[src/rtl/mem_dcache_access_unit.sv]
// MEM-stage DCache access engine: alignment check, strobe/lane build,
// single-outstanding valid/ready request, load extraction and extension.
module mem_dcache_access_unit #(
  parameter bit CHECK_ALIGN = 1'b1
) (
  input  logic        clk,
  input  logic        rst,
  input  logic        mem_flush,
  input  logic        mem_advance,
  input  logic        mem_valid,
  input  logic        mem_ld_en,
  input  logic        mem_st_en,
  input  logic [1:0]  mem_size,
  input  logic        mem_ld_sign,
  input  logic [31:0] mem_addr,
  input  logic [31:0] mem_wdata,
  input  logic        mem_except_in,
  output logic        mem_stall,
  output logic [31:0] mem_rdata,
  output logic        mem_rdata_valid,
  output logic        mem_adel,
  output logic        mem_ades,
  output logic [31:0] mem_badvaddr,
  output logic        dc_req_valid,
  input  logic        dc_req_ready,
  output logic        dc_req_wr,
  output logic [31:0] dc_req_addr,
  output logic [3:0]  dc_req_wstrb,
  output logic [31:0] dc_req_wdata,
  input  logic        dc_resp_valid,
  input  logic [31:0] dc_resp_rdata
);

  typedef enum logic [2:0] {
    IDLE, REQ, WAIT, DONE, DRAIN
  } state_t;

  state_t      state, state_nx;
  logic        acc, misalign, op;
  logic        is_b, is_h;
  logic [31:0] addr_al;
  logic [3:0]  wstrb_d;
  logic [31:0] wdata_d;
  logic [31:0] lat_addr, lat_wdata;
  logic [1:0]  lat_size;
  logic        lat_sign, lat_wr;
  logic [3:0]  lat_wstrb;
  logic [31:0] rdata_q, ext;
  logic [7:0]  rb;
  logic [15:0] rh;

  assign acc  = mem_ld_en | mem_st_en;
  assign is_b = (mem_size == 2'd0);
  assign is_h = (mem_size == 2'd1);

  always_comb begin
    misalign = 1'b0;
    addr_al  = mem_addr;
    if (CHECK_ALIGN) begin
      unique case (1'b1)
        is_b:    misalign = 1'b0;
        is_h:    misalign = mem_addr[0];
        default: misalign = |mem_addr[1:0];
      endcase
    end else begin
      // Without checking, low bits are dropped to force alignment.
      unique case (1'b1)
        is_b:    addr_al = mem_addr;
        is_h:    addr_al = {mem_addr[31:1], 1'b0};
        default: addr_al = {mem_addr[31:2], 2'b00};
      endcase
    end
  end

  assign mem_adel     = mem_valid & mem_ld_en & misalign;
  assign mem_ades     = mem_valid & mem_st_en & misalign;
  assign mem_badvaddr = (mem_adel | mem_ades) ? mem_addr : 32'd0;

  assign op = mem_valid & acc & ~misalign & ~mem_except_in & ~mem_flush;

  always_comb begin
    wstrb_d = 4'b0000;
    wdata_d = mem_wdata;
    unique case (1'b1)
      is_b: begin
        wstrb_d = 4'b0001 << addr_al[1:0];
        wdata_d = {4{mem_wdata[7:0]}};
      end
      is_h: begin
        wstrb_d = addr_al[1] ? 4'b1100 : 4'b0011;
        wdata_d = {2{mem_wdata[15:0]}};
      end
      default: wstrb_d = 4'b1111;
    endcase
    if (!mem_st_en) wstrb_d = 4'b0000;
  end

  assign rb = dc_resp_rdata[{lat_addr[1:0], 3'b000} +: 8];
  assign rh = dc_resp_rdata[{lat_addr[1], 4'b0000} +: 16];

  always_comb begin
    ext = dc_resp_rdata;
    unique case (lat_size)
      2'd0:    ext = {{24{lat_sign & rb[7]}}, rb};
      2'd1:    ext = {{16{lat_sign & rh[15]}}, rh};
      default: ext = dc_resp_rdata;
    endcase
  end

  always_ff @(posedge clk) begin
    if (rst) begin
      state     <= IDLE;
      lat_addr  <= 32'd0;
      lat_wdata <= 32'd0;
      lat_size  <= 2'd0;
      lat_sign  <= 1'b0;
      lat_wr    <= 1'b0;
      lat_wstrb <= 4'b0000;
      rdata_q   <= 32'd0;
    end else begin
      state <= state_nx;
      if (state == IDLE && op) begin
        lat_addr  <= addr_al;
        lat_wdata <= wdata_d;
        lat_size  <= mem_size;
        lat_sign  <= mem_ld_sign;
        lat_wr    <= mem_st_en;
        lat_wstrb <= wstrb_d;
      end
      if (state == WAIT && dc_resp_valid && !mem_flush)
        rdata_q <= ext;
    end
  end

  always_comb begin
    state_nx  = state;
    mem_stall = 1'b0;
    case (state)
      IDLE: begin
        mem_stall = op;
        if (op) state_nx = REQ;
      end
      REQ: begin
        mem_stall = 1'b1;
        if (dc_req_ready) begin
          // An accepted store is committed even when flushed.
          if (lat_wr) state_nx = mem_flush ? IDLE : DONE;
          else        state_nx = mem_flush ? DRAIN : WAIT;
        end else if (mem_flush) begin
          state_nx = IDLE;
        end
      end
      WAIT: begin
        mem_stall = 1'b1;
        if (mem_flush) state_nx = dc_resp_valid ? IDLE : DRAIN;
        else if (dc_resp_valid) state_nx = DONE;
      end
      DONE: begin
        if (mem_advance || mem_flush) state_nx = IDLE;
      end
      DRAIN: begin
        // Keep a younger access behind the orphaned response.
        mem_stall = mem_valid & acc;
        if (dc_resp_valid) state_nx = IDLE;
      end
      default: state_nx = IDLE;
    endcase
  end

  assign dc_req_valid    = (state == REQ);
  assign dc_req_wr       = lat_wr;
  assign dc_req_addr     = lat_addr;
  assign dc_req_wstrb    = lat_wstrb;
  assign dc_req_wdata    = lat_wdata;
  assign mem_rdata       = rdata_q;
  assign mem_rdata_valid = (state == DONE) & ~lat_wr;

endmodule

[config.mk]
export PLATFORM = sky130hd
export DESIGN_NAME = mem_dcache_access_unit
export DESIGN_NICKNAME = d
export VERILOG_FILES = /design/src/rtl/mem_dcache_access_unit.sv
export SDC_FILE = /design/constraint.sdc
export NUM_CORES = 1
export LEC_CHECK = 0
export ABC_AREA = 1
export BUFFER_PORTS_ARGS = -buffer_cell sky130_fd_sc_hd__buf_2
export CORE_MARGIN = 2
export CORE_UTILIZATION = 51
export CTS_CLUSTER_SIZE = 12
export DETAILED_ROUTE_END_ITERATION = 8
export PLACE_DENSITY = 0.85
export SYNTH_ARGS = -nofsm -noshare
export SYNTH_HDL_FRONTEND = slang
export SYNTH_SLANG_ARGS = --single-unit
export TNS_END_PERCENT = 30
[constraint.sdc]
create_clock -name clk -period 3.6 [get_ports clk]
set_input_delay 0.18 -clock clk [delete_from_list [all_inputs] [get_ports clk]]
set_output_delay 0.18 -clock clk [all_outputs]
set_load 0.01 [all_outputs]
== Yosys cells after proc, flatten, opt, wreduce, memory -nomap -nowiden ==
Index checks and enable logic that the tools add are counted.
Word-level totals
  register bits: 107
  bits in latches: 0
  bits in writable memories: 0
  memory bits (read-only): 0
  input bits: 109
  output and inout port bits: 138
  word-level logic and storage cells: 70
  memories kept: 0
Operators by class
  $add $sub $neg: 0
  multiply operators: 0
  divide/modulo/power cells: 0
  magnitude comparators: 0
  equal/unequal tests: 11
  shift-type cells: 3
  mux-type cells: 20
  bitwise operators: 17
  reduce and logical (&&, ||, !) cells: 11
Operators with widths (number)
  $pmux W32 S2: 2
  $mux W32: 1
  $shiftx A32 B6 Y16: 1
  $shiftx A32 B6 Y8: 1
  $mux W3: 10
  $pmux W3 S5: 1
  $and A1 B1 Y1: 11
  $mux W4: 2
  $pmux W4 S2: 1
  $eq A3 B2 Y1 const B: 2
  $ne A2 B2 Y1 const B: 3
  $reduce_and A5 Y1: 1
  $eq A2 B1 Y1 const B: 2
  $logic_not A2 Y1: 2
  $not A1 Y1: 4
  $reduce_or A2 Y1: 2
  $shl A1 B2 Y4 const A: 1
  $eq A3 B1 Y1 const B: 1
  $eq A3 B3 Y1 const B: 1
  $logic_and A1 B1 Y1: 3
  $logic_not A3 Y1: 1
  $ne A3 B2 Y1 const B: 1
  $ne A3 B3 Y1 const B: 1
  $pmux W1 S3: 1
  other kinds (5): 6

== Depth between registers and ports, before layout ==
  depth after elaboration: 8
  mapped depth: 11
  gate-level depth less buffers: 9

== Worst setup path before layout ==
OpenSTA, ideal clock, no wires.
  kind: register to register
  from: register lat_addr[1], in the netlist dc_req_addr[1]
  to: register rdata_q[21], in the netlist mem_rdata[21]
  library setup time: 0.122 ns
  data arrival time: 1.379 ns
  data required time: 3.478 ns
  path slack: 2.100 ns
  cell stages (with the launch flop): 8
  buffers on the path: 2
  clock period less this slack: 1.500 ns
  path through: dfxtp_1 clkbuf_1 o21ai_0 nand2_1 nand2_1 a21oi_2 buf_2 a21oi_1
Between the ends
  longest elaborated chain between the ends: 3
  elaborated cells on any way between the ends: 5
  those cells by class: 2 x shift; 1 x mux; 2 x bitwise
RTL lines
  from (decl): RTL line 44  | logic [31:0] lat_addr, lat_wdata;
  from (signal assigned): RTL line 123  | lat_addr <= addr_al;
  $shiftx A32 B6 Y16 / $shiftx A32 B6 Y8 (equally long branches): RTL line 99, 98
  $and A1 B1 Y1 (on tied branches): RTL line 105, 104
  $pmux W32 S2 *: RTL line 103  | unique case (lat_size)
  to (signal assigned): RTL line 131  | rdata_q <= ext;
  to (decl): RTL line 48  | logic [31:0] rdata_q, ext;
Mark *: on every way between the ends. The rest lies on a longest branch, timed or not.
A chain may end at the register's enable or synchronous reset.

== Final worst setup path ==
  from: register lat_size[1]
  to: register rdata_q[29], in the netlist mem_rdata[29]
Between the ends
  longest elaborated chain between the ends: 2
  elaborated cells on any way between the ends: 3
  those cells by class: 1 x eq/ne; 1 x mux; 1 x reduce/logical
RTL lines
  from (decl): RTL line 45  | logic [1:0] lat_size;
  from (signal assigned): RTL line 125  | lat_size <= mem_size;
  $eq A2 B1 Y1 / $logic_not A2 Y1 (equally long branches): RTL line 103
  $pmux W32 S2 *: RTL line 103
Marked as above.

==> flow_summary.yaml <==
status:
  run_status: "finished clean"
synthesis:
  synth_area_per_cell_um2: 6.56
  fraction_of_the_mapped_netlist_area_in_compound_gates: 0.247
  synth_sequential_area_ratio: 0.398
  synth_xor_area_frac: 0
  synth-simple-area-share: 0.217
  synth_top_family_by_area: "compound AO/OA/AOI/OAI gates"
  synthAdderAreaFrac: 0
  post_synth_inst_count: 821
  yosys_register_bits: 107
  synth_area_um2: 5390
  synth_nets: 930
  synthTopCellsByArea: "sky130_fd_sc_hd__dfxtp_1, sky130_fd_sc_hd__a21oi_1, sky130_fd_sc_hd__nand2_1"
  yosys_warnings: 0
  netlist.area_leader.share: 0.398
  synth_top_area_cell: "sky130_fd_sc_hd__dfxtp_1"
  muxShareOfSynthArea: 0
  post_synth_num_cell_types: 24
clock_tree:
  cts_sinks: 107
  cts-buffers-inserted: 9
  clkSlewWorstSetupHoldPaths_ps: 110
  root_buffer_master: "sky130_fd_sc_hd__clkbuf_8"
  cts_hold_buf: 0
  cts_repair_resize_count: 0
  clock_tree.buffer_depth: 2
  worstSkewPairLatency_ps: 360
  tritoncts_clock_tree: "done"
  cts.repair_timing.setup_buffer_count: 0
  htree_num_levels: 3
worst_hold_path:
  hold-path-endpoint: "dc_req_wdata[16]"
  hold_class: "input pin to flop"
  hold_depth: 3
  hp-start: "mem_wdata[16]"
global_routing:
  grt_pass1_wl_um: 25600
  initial_antenna_violation_count: 0
  grt_pass1_vias: 5296
  globalRouteOverflowTotal: 0
  global_route.usage.total: 0.277
  maximum_number_of_pins_on_one_net_before_global_route_repair: 72
critical_path:
  slack_of_the_worst_reg_to_reg_path_ps: 1220
  timing.rr.start: "lat_size[1]"
  timing.setup.critical_path_class: "flop to flop"
  timing.critical_path.max_delay_family: "compound AO/OA/AOI/OAI gates"
  critical-path-max-stage-delay_ps: 580
  timing.critical_path.to_type: "flop"
  critPathArrivalTime_ps: 2600
  worst_r2r_path_depth: 8
  timing.critical_path.fanout_max: 33
  required_ps: 3820
  worstPathBufferInverterCount: 3
  startpoint_type: "flop"
  critical_path.reg2reg.endpoint: "mem_rdata[29]"
  cp_slowest_cell: "sky130_fd_sc_hd__a21oi_2"
  cp_cell_sequence: "buf_4, inv_1, nand2_1, inv_1, nand2_1, nor2_1, a21oi_2, a21oi_1"
route:
  routed_wl_um: 16200
  post-route-drc-count: 0
  violation_count_after_the_first_detailed_routing_iteration: 392
  detail_route.vias_per_cell: 5.12
  first_pass_iters: 5
  drt.antenna.violating_nets: 0
  vias: 5985
  routed_wire_length_per_instance_um: 13.9
timing:
  final_hold_vios: 0
  finalSetupViolations: 0
  rsz0062_at_grt: "no"
  final.setup_skew_ps: 16.6
  setup_tns_ps: 0
  timing.max_slew.rel_slack: 0.456
  slew_of_the_pin_with_the_lowest_slew_margin_ps: 815
  timing.final.crit_share: 0.662
  min_period_ps: 2380
  timing_max_transition_violations_final: 0
  maxClockFrequency_mhz: 420
finish:
  syn2layout_area_growth_pct: 25.9
  diodes: 0
  finalInstanceArea_um2: 6780
  final_common_cell: "sky130_fd_sc_hd__buf_2"
  layout.core_utilization: 0.660
  highest_count_cells_in_the_layout_ignoring_fill_and_taps: "sky130_fd_sc_hd__buf_2, sky130_fd_sc_hd__nand2_1, sky130_fd_sc_hd__a21oi_1, sky130_fd_sc_hd__inv_1, sky130_fd_sc_hd__dfxtp_1"
  drive_gt1_frac: 0.269
  fill_cells: 946
  design.final.nets: 1137
pwr:
  p_leak_nw: 3.54
  p_sw_w: 0.000974
  vdd.ir_drop.worst_uv: 255
  combinationalPowerShare: 0.257
  internal-power_w: 0.00190
  seq_power_share: 0.472
  power.clock.fraction: 0.271
  p_sw_frac: 0.339
  powerDensity_nw_per_um2: 424
placement:
  gpl.final_weighted_congestion: 0.919
  place_hpwl_um: 11900
  postPlaceCellArea_um2: 6570
  portBuffers: 246
floorplanning:
  die_outline_area_um2: 11400
  floorplan.die.height_um: 107
  initial_core_util: 0.524
  rows: 37
  ioPinCount: 247
  core_region_area_um2: 10300
  chipWidth_um: 107
flow_run:
  max_capacitance_violation_count: 0
## how the worst max path moves through the flow
stage / startpoint / end / slack [ps] / depth (start not counted)
after floorplan: dc_req_addr[1] / mem_rdata[21] / 2100 / 7
after global placement: mem_size[1] / dc_req_wdata[5] / 1250 / 8
after global routing: lat_size[1] / mem_rdata[25] / 1060 / 8
after CTS: lat_size[1] / mem_rdata[29] / 1260 / 8
final: lat_size[1] / mem_rdata[29] / 1220 / 8
after detailed placement: mem_size[1] / dc_req_wdata[2] / 1180 / 8
## metal layers
metal	share of wire	track usage	up-vias
li1	-	-	3057
met2	0.48	0.479	276
met1	0.41	0.343	2617
met3	0.085	0.0541	35
met5	0	0	-
met4	0.024	0.0965	0
## layout make-up
type	count	area, um^2	area share
timing repair buffer	251	1280	0.189
clock buffer	10	138	0.0203
sequential	107	2140	0.316
multi-input combinational	534	2510	0.370
tap	136	170	0.0251
clock inverter	6	72.6	0.0107
inverter	125	469	0.0692
## cell usage after synthesis, drive strengths merged
cell    instances
buf            24
nor2           60
o21ai         107
o21a            7
nand4          24
nand2         158
dfxtp         107
clkbuf         31
nor3b           7
and2            1
nand3          18
inv           124
nor3            4
a21oi         148
clkinv          1
## power groups by stage
stage               registers, W  logic, W  clock network (W)
floorplan                0.00141  0.000428                  0
global placement         0.00138  0.000727                  0
detailed placement       0.00138  0.000736                  0
CTS                      0.00136  0.000738           0.000797
global route             0.00137  0.000828           0.000847
finish                   0.00136  0.000741           0.000779
## tightest hold or removal path, stage by stage
cell and delay [ps]:
sky130_fd_sc_hd__buf_2 100, sky130_fd_sc_hd__nand2_1 60, sky130_fd_sc_hd__a21oi_1 60
## sequential cells by signal, summed over array words and instances, names as in the netlist
register      flops
dc_req_wstrb      4
dc_req_addr      32
dc_req_wr         1
lat_size          2
dc_req_wdata     32
lat_sign          1
mem_rdata        32
state             3
## cell families (layout without fill, tap and decap cells)
group | after synthesis | after routing
and+or+nand+nor | 272 | 272
AOI/OAI and AO/OA | 262 | 262
buffers and inverters | 180 | 392
DFF | 107 | 107
## per-stage QoR
step	power (W)	hold WS, ps	cells	setup slack [ps]
2_1_floorplan	0.00184	249	821	2100
3_3_place_gp	0.00211	429	1153	1250
3_5_place_dp	0.00212	433	1153	1180
4_1_cts	0.00289	47.9	1169	1260
5_1_grt	0.00305	61.7	1169	1060
6_report	0.00288	61.0	1169	1220
Note: power is estimated with default switching activity, not from simulation.
